$ cat config.mk
export PLATFORM = sky130hd
export DESIGN_NAME = gcu_buffer_sched
export DESIGN_NICKNAME = d
export VERILOG_FILES = /design/src/rtl/gcu_buf_pkg.sv /design/src/rtl/gcu_rr_pick.sv /design/src/rtl/gcu_buffer_sched.sv
export SDC_FILE = /design/constraint.sdc
export NUM_CORES = 1
export LEC_CHECK = 0
export CORE_MARGIN = 3
export CORE_UTILIZATION = 53
export DETAILED_ROUTE_END_ITERATION = 10
export PLACE_DENSITY = 0.79
export SLEW_MARGIN = 20
export SYNTH_ARGS = -nofsm -noshare
export SYNTH_HDL_FRONTEND = slang
export SYNTH_SLANG_ARGS = --single-unit
$ cat constraint.sdc
create_clock -name clk -period 22 [get_ports clk]
set_input_delay 4.4 -clock clk [delete_from_list [all_inputs] [get_ports clk]]
set_output_delay 4.4 -clock clk [all_outputs]
set_load 0.005 [all_outputs]
$ cat src/rtl/gcu_buf_pkg.sv
// rtl/gcu_buf_pkg.sv - shared types and constants for the GCU buffer scheduler
//
// Purpose: per-buffer lifecycle state encoding and the protocol-error flag
//          value used when a completion pulse arrives in the wrong state.
// Ports:   none (package).

package gcu_buf_pkg;

  typedef enum logic [2:0] {
    IDLE,
    LOADING,
    READY,
    PROCESSING,
    WRITEBACK
  } buf_state_e;

  localparam logic ERR_FLAG_SET = 1'b1;

endpackage

$ cat src/rtl/gcu_rr_pick.sv
// rtl/gcu_rr_pick.sv - round-robin picker: first set request at or after a pointer
//
// Purpose: scans req_i starting at ptr_i, wrapping past N-1 to 0, and returns
//          the index of the first asserted request.
// Ports:
//   req_i    in  N      request vector
//   ptr_i    in  IDX_W  starting index (must be < N)
//   grant_o  out IDX_W  chosen index (0 when nothing requested)
//   valid_o  out 1      at least one request is set

module gcu_rr_pick #(
  parameter int N     = 4,
  parameter int IDX_W = $clog2(N)
) (
  input  logic [N-1:0]     req_i,
  input  logic [IDX_W-1:0] ptr_i,
  output logic [IDX_W-1:0] grant_o,
  output logic             valid_o
);

  function automatic logic [IDX_W-1:0] wrap_idx(input logic [IDX_W-1:0] p, input int k);
    int s;
    s = int'(p) + k;
    if (s >= N) s = s - N;
    return IDX_W'(s);
  endfunction

  // Scan from the farthest offset down so the nearest request to ptr_i wins.
  always_comb begin
    grant_o = '0;
    valid_o = 1'b0;
    for (int k = N - 1; k >= 0; k--) begin
      if (req_i[wrap_idx(ptr_i, k)]) begin
        grant_o = wrap_idx(ptr_i, k);
        valid_o = 1'b1;
      end
    end
  end

endmodule

$ cat src/rtl/gcu_buffer_sched.sv
// rtl/gcu_buffer_sched.sv - N-buffer task scheduler for the GCU front end
//
// Purpose: accepts node tasks, allocates them round-robin to idle staging
//          buffers, requests front loads, dispatches loaded buffers to the
//          compute core and recycles each buffer after compute + writeback.
// Build option: GCU_BUF_AGE_ORDER_EN selects oldest-first dispatch using
//          per-allocation sequence tags; otherwise dispatch is round-robin.
// Ports:
//   clk, rst                      clock, asynchronous active-high reset
//   task_valid/task_ready/task_in task handshake and descriptor
//   front_ready_for_task          front loader can take a request
//   front_load_req                one-cycle load request per buffer
//   front_load_addr/dim           per-buffer slices of the latched task
//   front_load_done               per-buffer load complete pulse
//   disp_valid/disp_ready         dispatch handshake to compute
//   disp_idx/disp_task            offered buffer index and its task
//   node_compute_done             per-buffer compute complete pulse
//   writeback_done                per-buffer writeback complete pulse
//   buf_busy                      buffer not IDLE
//   idle_cnt                      number of IDLE buffers
//   err_proto                     sticky completion-in-wrong-state flag

module gcu_buffer_sched
  import gcu_buf_pkg::*;
#(
  parameter int  BUFFER_NUM     = 4,
  parameter int  TASK_W         = 128,
  parameter int  FRONT_ADDR_W   = 32,
  parameter int  FRONT_ADDR_LSB = 0,
  parameter int  FRONT_DIM_W    = 16,
  parameter int  FRONT_DIM_LSB  = 32,
  localparam int IDX_W          = $clog2(BUFFER_NUM)
) (
  input  logic                                clk,
  input  logic                                rst,
  input  logic                                task_valid,
  output logic                                task_ready,
  input  logic [TASK_W-1:0]                   task_in,
  input  logic                                front_ready_for_task,
  output logic [BUFFER_NUM-1:0]               front_load_req,
  output logic [BUFFER_NUM*FRONT_ADDR_W-1:0]  front_load_addr,
  output logic [BUFFER_NUM*FRONT_DIM_W-1:0]   front_load_dim,
  input  logic [BUFFER_NUM-1:0]               front_load_done,
  output logic                                disp_valid,
  input  logic                                disp_ready,
  output logic [IDX_W-1:0]                    disp_idx,
  output logic [TASK_W-1:0]                   disp_task,
  input  logic [BUFFER_NUM-1:0]               node_compute_done,
  input  logic [BUFFER_NUM-1:0]               writeback_done,
  output logic [BUFFER_NUM-1:0]               buf_busy,
  output logic [IDX_W:0]                      idle_cnt,
  output logic                                err_proto
);

  function automatic logic [IDX_W-1:0] inc_wrap(input logic [IDX_W-1:0] i);
    return (i == IDX_W'(BUFFER_NUM - 1)) ? '0 : i + 1'b1;
  endfunction

  buf_state_e              state_q    [BUFFER_NUM];
  logic [TASK_W-1:0]       buf_task_q [BUFFER_NUM];
  logic [BUFFER_NUM-1:0]   load_req_q;
  logic [IDX_W-1:0]        alloc_ptr_q;
  logic                    err_q;
  logic                    lock_q;
  logic [IDX_W-1:0]        lock_idx_q;

  logic [BUFFER_NUM-1:0]   idle_vec;
  logic [BUFFER_NUM-1:0]   ready_vec;
  logic [BUFFER_NUM-1:0]   proto_err_vec;
  logic [IDX_W-1:0]        alloc_idx;
  logic                    alloc_ok;
  logic                    task_fire;
  logic [IDX_W-1:0]        cand_idx;
  logic                    cand_valid;
  logic [IDX_W-1:0]        sel_idx;
  logic                    disp_fire;

  always_comb begin
    idle_vec      = '0;
    ready_vec     = '0;
    proto_err_vec = '0;
    for (int i = 0; i < BUFFER_NUM; i++) begin
      idle_vec[i]      = (state_q[i] == IDLE);
      ready_vec[i]     = (state_q[i] == READY);
      proto_err_vec[i] = (front_load_done[i]   && (state_q[i] != LOADING))    ||
                         (node_compute_done[i] && (state_q[i] != PROCESSING)) ||
                         (writeback_done[i]    && (state_q[i] != WRITEBACK));
    end
  end

  always_comb begin
    idle_cnt = '0;
    for (int i = 0; i < BUFFER_NUM; i++) begin
      idle_cnt = idle_cnt + {{IDX_W{1'b0}}, idle_vec[i]};
    end
  end

  // task_ready depends only on registered state, so a buffer freed at an edge
  // is not allocatable until the following cycle.
  assign task_ready = front_ready_for_task && (idle_cnt != '0);
  assign task_fire  = task_valid && task_ready && alloc_ok;
  assign buf_busy   = ~idle_vec;

  gcu_rr_pick #(.N(BUFFER_NUM), .IDX_W(IDX_W)) u_alloc_pick (
    .req_i   (idle_vec),
    .ptr_i   (alloc_ptr_q),
    .grant_o (alloc_idx),
    .valid_o (alloc_ok)
  );

`ifdef GCU_BUF_AGE_ORDER_EN
  // Age = distance back from the current counter; tags of outstanding buffers
  // span at most BUFFER_NUM values, which fits in half the counter range.
  logic [IDX_W:0] seq_q;
  logic [IDX_W:0] tag_q [BUFFER_NUM];
  logic [IDX_W:0] best_age;

  always_comb begin
    cand_valid = 1'b0;
    cand_idx   = '0;
    best_age   = '0;
    for (int i = 0; i < BUFFER_NUM; i++) begin
      if (ready_vec[i] && (!cand_valid || ((seq_q - tag_q[i]) > best_age))) begin
        cand_valid = 1'b1;
        cand_idx   = IDX_W'(i);
        best_age   = seq_q - tag_q[i];
      end
    end
  end

  always_ff @(posedge clk or posedge rst) begin
    if (rst) begin
      seq_q <= '0;
      for (int i = 0; i < BUFFER_NUM; i++) tag_q[i] <= '0;
    end else if (task_fire) begin
      seq_q            <= seq_q + 1'b1;
      tag_q[alloc_idx] <= seq_q;
    end
  end
`else
  logic [IDX_W-1:0] disp_ptr_q;

  gcu_rr_pick #(.N(BUFFER_NUM), .IDX_W(IDX_W)) u_disp_pick (
    .req_i   (ready_vec),
    .ptr_i   (disp_ptr_q),
    .grant_o (cand_idx),
    .valid_o (cand_valid)
  );

  always_ff @(posedge clk or posedge rst) begin
    if (rst) begin
      disp_ptr_q <= '0;
    end else if (disp_fire) begin
      disp_ptr_q <= inc_wrap(sel_idx);
    end
  end
`endif

  // An offer left pending is pinned so a newly READY buffer cannot replace it.
  assign sel_idx    = lock_q ? lock_idx_q : cand_idx;
  assign disp_valid = lock_q || cand_valid;
  assign disp_fire  = disp_valid && disp_ready;
  assign disp_idx   = disp_valid ? sel_idx : '0;
  assign disp_task  = disp_valid ? buf_task_q[sel_idx] : '0;

  assign front_load_req = load_req_q;
  assign err_proto      = err_q;

  for (genvar g = 0; g < BUFFER_NUM; g++) begin : g_slice
    assign front_load_addr[g*FRONT_ADDR_W +: FRONT_ADDR_W] =
      buf_task_q[g][FRONT_ADDR_LSB +: FRONT_ADDR_W];
    assign front_load_dim[g*FRONT_DIM_W +: FRONT_DIM_W] =
      buf_task_q[g][FRONT_DIM_LSB +: FRONT_DIM_W];
  end

  always_ff @(posedge clk or posedge rst) begin
    if (rst) begin
      for (int i = 0; i < BUFFER_NUM; i++) begin
        state_q[i]    <= IDLE;
        buf_task_q[i] <= '0;
      end
      load_req_q  <= '0;
      alloc_ptr_q <= '0;
      err_q       <= 1'b0;
      lock_q      <= 1'b0;
      lock_idx_q  <= '0;
    end else begin
      load_req_q <= '0;
      lock_q     <= disp_valid && !disp_ready;
      lock_idx_q <= sel_idx;
      if (task_fire) alloc_ptr_q <= inc_wrap(alloc_idx);
      for (int i = 0; i < BUFFER_NUM; i++) begin
        case (state_q[i])
          IDLE: begin
            if (task_fire && (alloc_idx == IDX_W'(i))) begin
              state_q[i]    <= LOADING;
              buf_task_q[i] <= task_in;
              load_req_q[i] <= 1'b1;
            end
          end
          LOADING:    if (front_load_done[i])   state_q[i] <= READY;
          READY:      if (disp_fire && (sel_idx == IDX_W'(i))) state_q[i] <= PROCESSING;
          PROCESSING: if (node_compute_done[i]) state_q[i] <= WRITEBACK;
          WRITEBACK:  if (writeback_done[i])    state_q[i] <= IDLE;
          default:    state_q[i] <= IDLE;
        endcase
      end
      if (|proto_err_vec) err_q <= ERR_FLAG_SET;
    end
  end

endmodule

======== Word level (Yosys, flattened, before mapping) ========
Index checks and enable logic that the tools add are counted.
storage, ports and cells
  flip-flop bits (word level) ............. 536
  output and inout port bits .............. 336
cells by class
  muxes and demuxes ....................... 80
  add/sub/neg operators ................... 19
  bitwise operators ....................... 2
  equality and inequality tests ........... 54
  reduce and logical (&&, ||, !) cells .... 51
  $lt $le $gt $ge ......................... 17
operators by type and width
  operator             count
  $mux 128             3
  $bmux 128 s2         1
  $mux 3               20
  $pmux 3 s5           4
  $mux 2               20
  $ne 2x2->1 const B   16
  $logic_and 1x1->1    25
  $eq 3x2->1 const B   8
  $lt 2x3->1 const B   8
  $mux 1               24
  $ge 3x3->1 const B   7
  $reduce_and 5->1     4
  $bmux 1 s2           8
  $sub 2x1->2 const B  8
  $add 2x2->3 const B  4
  $eq 3x1->1 const B   4
  $eq 3x3->1 const B   4
  $logic_not 3->1      4
  $ne 3x1->1 const B   4
  $ne 3x2->1 const B   4
  $ne 3x3->1 const B   4
  $logic_or 1x1->1     9
  $eq 2x2->1 const B   4
  $ne 2x1->1 const B   4
  14 further kinds     22

======== Longest topological paths before layout ========
Gate-level depths: netlist (run 1).
  word-level depth ........................ 15
  mapped depth ............................ 14
  mapped depth without buffers ............ 11

======== Hierarchy ========
A second synthesis (run 1) with hierarchy kept.
unflattened totals
  cell total of the unflattened synthesis .. 1,810
  area total of the unflattened synthesis .. 26,208.9 um^2
modules (own cells, without submodules)
  module            times used  area an instance (um^2)  cells each  seq. area each (um^2)
  gcu_buffer_sched  1           26,053.7                 1,784       13,412.9
  gcu_rr_pick       2           77.6                     13          0.0

======== Worst setup path before layout (run 1) ========
No wires, ideal clock.
  path type ............................... input-to-output
  start ................................... input front_ready_for_task
  end ..................................... output task_ready
  stages .................................. 1
  slack ................................... 13,080 ps
  data arrival time ....................... 4,520 ps
  data required time ...................... 17,600 ps
  path through ............................ o31a_1
between the ends
  word-level cells in the longest chain between the ends .. 1
ends and longest elaborated chain
  item                line                     source
  start: declaration  gcu_buffer_sched.sv:39   input logic front_ready_for_task,
  $logic_and 1x1->1   gcu_buffer_sched.sv:100  assign task_ready = front_ready_for_task && (idle_cnt != '0);
  end: declaration    gcu_buffer_sched.sv:37   output logic task_ready,
Every way passes these cells.

======== Worst setup path in the final report (run 1) ========
  start ................................... register state_q[10] (netlist name)
  end ..................................... output disp_task[115]
between the ends
  word-level cells in the longest chain between the ends .. 13
  elaborated cells between the ends (all ways) .. 24
  those cells by class .................... eq/ne: 1; mux: 21; bitwise: 1; reduce/logical: 1
ends and longest elaborated chain
  item                                         line                     source
  start: declaration                           gcu_buffer_sched.sv:59   buf_state_e state_q [BUFFER_NUM];
  start signal: indexed assignment             gcu_buffer_sched.sv:179  state_q[i] <= IDLE;
  start signal: indexed assignment             gcu_buffer_sched.sv:196  state_q[i] <= LOADING;
  start signal: indexed assignment             gcu_buffer_sched.sv:201  LOADING: if (front_load_done[i]) state_q[i] <= READY;
  $eq 3x2->1 (*)                               gcu_buffer_sched.sv:84   ready_vec[i] = (state_q[i] == READY);
  $bmux 1 s2                                   gcu_rr_pick.sv:33        if (req_i[wrap_idx(ptr_i, k)]) begin
  $mux 1 (not written as such)                 gcu_rr_pick.sv:33
  $mux 2 (4 in a row)                          gcu_rr_pick.sv:33
  $mux 2                                       gcu_buffer_sched.sv:160  assign sel_idx = lock_q ? lock_idx_q : cand_idx;
  $not 2->3 (not written as such)              gcu_buffer_sched.sv:164  assign disp_task = disp_valid ? buf_task_q[sel_idx] : '0;
  $bmux 128 s2                                 gcu_buffer_sched.sv:164
  $mux 128 (not written as such) (2 in a row)  gcu_buffer_sched.sv:164
  $mux 128 (*)                                 gcu_buffer_sched.sv:164
  end: declaration                             gcu_buffer_sched.sv:47   output logic [TASK_W-1:0] disp_task,
Every way passes the cells marked *; elsewhere a longest branch is shown, timed or not. The select of a mux whose other input is x is not followed.

==> summary.txt, run 1 <==
GRT
  – Maximum number of pins on one net before global-route repair: 129
  – Grt total ovfl: 0
  – First-pass GRT wire length: 119000 µm
  – Gr usage total: 29.32%
  – Vias in the first global route: 21450
  – Number of antenna violations at the first check in global routing: 12

Clocking
  – Number of gates given a new drive strength after cts: 0
  – Number of buffers between clock root and the deepest sink: 3
  – Count of buffers added by post-CTS timing repair for setup: 0
  – Insertion delay to the later sink of the worst-skew pair: about 0.62 ns
  – Root Buffer Master: clkbuf_16
  – Number of CTS-inserted buffers: 55
  – Clock tree from TritonCTS: yes
  – CTS H-Tree Depth: 2
  – Clock transition at path regs: 0.06 ns
  – Clock sinks: 536
  – Number of hold buffers added after cts: 0

Detailed routing
  – Detailed Route WL: ~78000 µm
  – Via density per instance: 5.578
  – Violation count after the first detailed-routing iteration: 1827
  – Mean routed wirelength per cell: between 20 and 25 µm
  – Post-route DRC violation count: 0
  – DR vias: 21500
  – Final ANT Viol Nets: 0
  – Number of detailed-route iterations in the first pass: 5

Logic synthesis
  – Synthesized instance count: between 2000 and 3000
  – Number of register bits inferred by synthesis: 536
  – Avg Synthesized Cell Area: 8.671 µm²
  – Sequential cell area fraction in the yosys report: 51.75%
  – Proportion of register bits with asynchronous set or reset after synthesis: 100.0%
  – Post-Synthesis Net Count: 3141
  – Number of enable flip-flop cells after synthesis: 0
  – Summed instance area of the synthesized netlist: 0.02592 mm²
  – Total number of yosys warnings: 0
  – Library cells used by synthesis: 53
  – Primary FF master, synth: dfrtp_1

Hold path
  – Class of the worst hold path: reg2reg
  – Cell depth of the worst hold path: 2

Worst setup path
  – WS Path Type: reg2out
  – Startpoint types: flop
  – End of the critical path: disp_task[115]
  – Critical path fanouts, max: 62
  – Reg-to-Reg End: buf_task_q[475]
  – Length in cells of the worst reg-to-reg path: 12
  – Crit Reg-Reg Startpoint: state_q[6]
  – Flop-to-flop setup slack: between 15 and 20 ns
  – Critical path data required time: 17.60 ns
  – Capturing element type of the critical path: primary output
  – Data arrival at the endpoint of the critical path: 5.59 ns
  – Origin of the worst setup path: state_q[10]

Power and ir drop
  – Switching share of total power: 39.58%
  – Worst-case vdd ir drop: 0.1122 mV
  – P_sw: approximately 0.0023 W
  – Leak pwr: 16.17 nW
  – Clock network power share: between 15 and 20%
  – Total power draw: 0.005695 W
  – Portion of total power attributed to combinational logic: 53.1%
  – Part of the total power dissipated in sequential elements: 29.8%
  – Internal Power: about 0.0034 W
  – Power per unit of standard cell area: 181.5 mW/mm²

Floorplanning
  – Starting density of the core: 53.95%
  – Total number of placement rows: 80
  – DIE HEIGHT: 227.1 µm
  – Ports: 481
  – Floorplan die area: 0.05159 mm²
  – Total core area: between 0.04 and 0.05 mm²
  – Die width: about 230 µm

Timing
  – Hold Slack: 0.4714 ns
  – Setup-failing EPs final: 0
  – Post-route fraction of the period consumed by the critical path: a little under half
  – Final total negative setup slack: 0 ns
  – RSZ-0062 raised after global routing: false
  – Maximum clock skew at final layout: 0.02191 ns
  – Maximum frequency from static timing analysis: 0.1001 GHz
  – Max_slew headroom: 25.47%
  – Hold Fails Final Rpt: 0
  – Worst slew pin tran: 1.118 ns
  – Post-layout minimum cycle time: 9.994 ns
  – Max-slew violation count: 0

Final layout
  – Net count, final: 3336
  – Most frequent standard cell in the layout excluding fill and tap cells: nand2_1
  – Share of post-route cells with drive strength above 1: 4.056%
  – Area added between synthesis and finish: 21.06%
  – Most used cells in the layout excluding fill and tap cells: 1556 x nand2_1, 536 x dfrtp_1, 480 x clkdlybuf4s50_1

Run
  – Count of maximum capacitance violations: 0

Placement
  – Weighted congestion at the end of routability-driven global placement: approximately 0.85
  – Port buffer count: 480
  – Detail Placement HPWL: 46980 µm

Run status
  – Result of the run: finished, final reports clean
[cell usage after synthesis, drive strengths merged (2+ instances only)]
library cell  instances  area [µm²]
o41ai                 2       17.52
nand3                11       55.05
a211o                 2       17.52
nand2b                5       31.28
a21o                  2       15.01
inv                  20       77.58
o32ai                 2       25.03
nor2                 14       52.55
a221o                 2       20.02
a32oi                 2       17.52
and3                  2       12.51
nor2b                 4       25.02
or3                   3       18.77
nand4                 3       18.77
ha                    7       87.58
or3b                  4       35.04
nor3b                 4       46.29
nand2              1557        5844
or4                   2       15.01
clkbuf               82       307.8
nand3b                6       45.04
mux2i               257        2572
a22oi                 3       22.52
o22ai               135       844.6
buf                 286        2046
o21ai                 9       45.04
a21oi                11       55.05
dfrtp               536       13410
[stage by stage]
stage	instance area (µm²)	utilization [%]	setup WS [ns]	std cells
after global placement	29420	61.24	12.08	3741
final	31380	65.31	12.01	3855
after global routing	31370	65.29	11.74	3851
after floorplan	25920	-	2.620	2989
after detailed placement	29430	61.25	12.09	3741
after CTS	31320	65.19	12.02	3844
[metal layers]
layer / global-route usage, % / vias up / part of all wire [%]
li1: - / 9773 / -
met1: 35.87 / 10610 / 38
met2: 49.53 / 918 / 49
met5: 0 / - / 0.090
met3: 7.350 / 196 / 8.7
met4: 12.98 / 10 / 4.3
[power groups by stage]
stage | clock, W | combinational, W | sequential, W
final | 0.000974 | 0.00302 | 0.00170
after global routing | 0.00103 | 0.00327 | 0.00175
after CTS | 0.000985 | 0.00302 | 0.00170
after detailed placement | 0 | 0.00300 | 0.00171
after global placement | 0 | 0.00293 | 0.00168
after floorplan | 0 | 0.00185 | 0.00162
[worst max-delay path, cell delays in order, from the launching register on]
cell	delay (ns)
dfrtp_1	0.47
or3b_1	0.44
o32ai_2	0.28
a221o_4	0.74
buf_4	0.92
buf_4	0.98
mux2i_1	0.17
o22ai_1	0.32
clkdlybuf4s50_1	0.57
[area by class of cell]
| class | count | area, µm² |
|---|---|---|
| multi-input combinational | 2065 | 10150 |
| antenna | 10 | 25.02 |
| timing repair buffer | 506 | 5024 |
| sequential | 536 | 13410 |
| clock buffer | 86 | 1623 |
| clock inverter | 17 | 269.0 |
| inverter | 20 | 100.1 |
| tap | 615 | 769.5 |
| fill | 3804 | 16670 |
[state kept, by name (all words and copies together), names as in the netlist]
| register | cells |
|---|---|
| buf_task_q | 320 |
| front_load_addr | 128 |
| front_load_dim | 64 |
| state_q | 12 |
| front_load_req | 4 |
| alloc_ptr_q | 2 |
| disp_ptr_q | 2 |
| lock_idx_q | 2 |
| err_proto | 1 |
| lock_q | 1 |
[how the worst min path moves through the flow]
stage,end,from,slack (ns)
2_1_floorplan,buf_task_q[100],buf_task_q[100],0.44
4_1_cts,err_proto,err_proto,0.48
5_1_grt,err_proto,err_proto,0.48
3_5_place_dp,buf_task_q[252],buf_task_q[252],0.46
6_report,buf_task_q[323],buf_task_q[323],0.47
3_3_place_gp,buf_task_q[466],buf_task_q[466],0.46
[logic make-up (layout without fill, tap and decap cells)]
logic type | count (synthesis) | count (layout) | share of synthesized area, %
AND/OR/NAND/NOR | 1619 | 1619 | 24.02
flip-flops | 536 | 536 | 51.75
buffers and inverters | 388 | 629 | 9.380
adder cells (fa/ha/maj) | 7 | 7 | 0.3379
AO/OA/AOI/OAI | 180 | 180 | 4.509
XOR/XNOR | 1 | 1 | 0.03380
other | 0 | 10 | 0
multiplexers | 258 | 258 | 9.969
No activity file was read; power rests on OpenSTA's default activity.
==> run 2, diff against run 1 <==
- CORE_UTILIZATION: 53 -> 48
- PLACE_DENSITY: 0.79 -> 0.75
- clock period: 22 -> 8.05 ns (I/O delays scaled with it)
==> run 2 against run 1 <==
Effect of this change: sequential share of layout area shrank 0.18 points; critical path depth is the same; final area grew 0.41%; largest cell class unchanged; first-iteration DRC count shrank 2.4%; clock-buffer cell count grew 2; total power grew to 2.7 times the previous value; combinational power grew to 2.7 times the previous value; setup slack lost 10 ns; largest power group unchanged; non-clock buffer count shrank 2; flip-flop and latch count is the same.
==> summary.txt, run 2 (synthesis gave the netlist of run 1 again) <==
Run status
  – Result of the run: finished, final reports clean

Clocking
  – Number of hold buffers added after cts: 0
  – CTS H-Tree Depth: 2
  – Clock sinks: 536
  – Number of gates given a new drive strength after cts: 0
  – Clock transition at path regs: 0.06 ns
  – Insertion delay to the later sink of the worst-skew pair: roughly 0.6 ns
  – Root Buffer Master: clkbuf_16
  – Clock tree from TritonCTS: yes
  – Number of CTS-inserted buffers: between 50 and 60
  – Count of buffers added by post-CTS timing repair for setup: 0
  – Number of buffers between clock root and the deepest sink: 3

Detailed routing
  – Final ANT Viol Nets: 0
  – Post-route DRC violation count: 0
  – Violation count after the first detailed-routing iteration: 1784
  – DR vias: 21440
  – Via density per instance: 5.473
  – Number of detailed-route iterations in the first pass: 7
  – Mean routed wirelength per cell: 20.16 µm
  – Detailed Route WL: 78980 µm

Placement
  – Port buffer count: 480
  – Post-placement cell count: 3812
  – Detail Placement HPWL: between 40000 and 50000 µm
  – Weighted congestion at the end of routability-driven global placement: 0.9046

Worst setup path
  – WS Path Type: reg2out
  – Critical path data required time: approximately 6.4 ns
  – Length in cells of the worst reg-to-reg path: 12
  – Flop-to-flop setup slack: 2.51 ns
  – Origin of the worst setup path: state_q[9]
  – Critical path fanouts, max: between 40 and 50
  – End of the critical path: disp_task[6]
  – Reg-to-Reg End: buf_task_q[225]
  – Crit Reg-Reg Startpoint: state_q[6]
  – Data arrival at the endpoint of the critical path: 4.84 ns
  – Startpoint types: flop
  – Capturing element type of the critical path: primary output

GRT
  – Grt total ovfl: 0
  – Number of antenna violations at the first check in global routing: 10
  – Vias in the first global route: 21440
  – Maximum number of pins on one net before global-route repair: 200
  – First-pass GRT wire length: 122300 µm
  – Gr usage total: roughly 27%

Floorplanning
  – Starting density of the core: 48.93%
  – Total core area: 0.05297 mm²
  – Die width: 238.4 µm
  – Total number of placement rows: 84
  – Floorplan die area: 0.05682 mm²
  – DIE HEIGHT: 238.4 µm
  – Ports: between 400 and 500

Power and ir drop
  – Worst-case vdd ir drop: 0.4015 mV
  – Power per unit of standard cell area: between 400 and 500 mW/mm²
  – Total power draw: about 0.016 W
  – Leak pwr: between 15 and 20 nW

Final layout
  – Share of post-route cells with drive strength above 1: under 10%
  – Net count, final: 3335
  – Most frequent standard cell in the layout excluding fill and tap cells: nand2_1
  – Biggest register: buf_task_q
  – Most used cells in the layout excluding fill and tap cells: 1556 x nand2_1, 536 x dfrtp_1, 480 x clkdlybuf4s50_1
  – Area added between synthesis and finish: 21.56%
  – Non-filler cells in the finished layout: 3917
  – Filler Cell Count: 4402
  – Flip-flop count of the largest register after layout: 320

Hold path
  – Beginning of the worst hold path: buf_task_q[244]
  – Cell depth of the worst hold path: 2
  – Class of the worst hold path: reg2reg

Timing
  – Worst slew pin tran: 1.130 ns
  – Maximum clock skew at final layout: 0.007620 ns
  – Post-layout minimum cycle time: 6.448 ns
  – Max-slew violation count: 0
  – Hold Fails Final Rpt: 0
  – RSZ-0062 raised after global routing: false
  – Maximum frequency from static timing analysis: 0.1551 GHz
  – Max_slew headroom: 24.70%
  – Setup-failing EPs final: 0
  – Post-route fraction of the period consumed by the critical path: 80.09%

Run
  – Count of maximum capacitance violations: 0
run 2: cell types whose count changed in the layout (fill, tap and decap cells not counted), sizes merged:
cell and change:
clkinv -4, diode -6, clkbuf +2, buf -2, inv -2, bufinv -3, clkinvlp +4
run 2: how the worst min path moves through the flow:
stage,end,slack [ns]
6_report,buf_task_q[244],0.47
2_1_floorplan,buf_task_q[100],0.44
3_3_place_gp,buf_task_q[210],0.46
4_1_cts,buf_task_q[63],0.48
5_1_grt,buf_task_q[308],0.49
3_5_place_dp,buf_task_q[63],0.46
run 2: area by class of cell:
type                            instances  area, µm²  share of cell area [%]
Sequential cell                       536      13410                   42.57
Multi-Input combinational cell       2065      10150                   32.23
Timing Repair Buffer                  504       5105                   16.20
Clock buffer                           88       1723                   5.468
Tap cell                              688      860.8                   2.732
Clock inverter                         12      150.1                  0.4765
Inverter                               20      91.34                  0.2899
Antenna cell                            4      10.01                 0.03177
run 2: layer usage:
layer	vias up	GRT usage [%]	wire length (µm)
li1	9754	-	-
met1	10490	34.52	31530
met4	12	10.43	2563
met3	177	6.022	6526
met2	1003	45.64	38280
met5	-	0	69
run 2: per-stage QoR:
step / hold slack (ns) / util [%] / cell area, µm² / worst slack [ns] / setup TNS (ns)
final: 0.4704 / 59.48 / 31510 / 1.602 / 0
after global routing: 0.4936 / 59.48 / 31510 / 1.450 / 0
after CTS: 0.4755 / 59.41 / 31470 / 1.621 / 0
after detailed placement: 0.4609 / 55.87 / 29600 / 2.278 / 0
after global placement: 0.4560 / 55.87 / 29600 / 2.386 / 0
after floorplan: 0.4450 / - / 25920 / -0.8480 / -454.54
run 2: critical path, cell delays in order (launching register included):
cell	delay, ns
dfrtp_1	0.45
or3b_1	0.47
o32ai_2	0.25
a221o_4	0.45
buf_4	0.79
buf_4	0.76
mux2i_1	0.20
o22ai_1	0.23
clkdlybuf4s50_1	0.54
run 2: where the power goes:
part / internal [W] / total (W) / switching (W)
clock: 0.00156 / 0.00262 / 0.00107
combinational: 0.00396 / 0.00822 / 0.00426
sequential: 0.00386 / 0.00470 / 0.000843
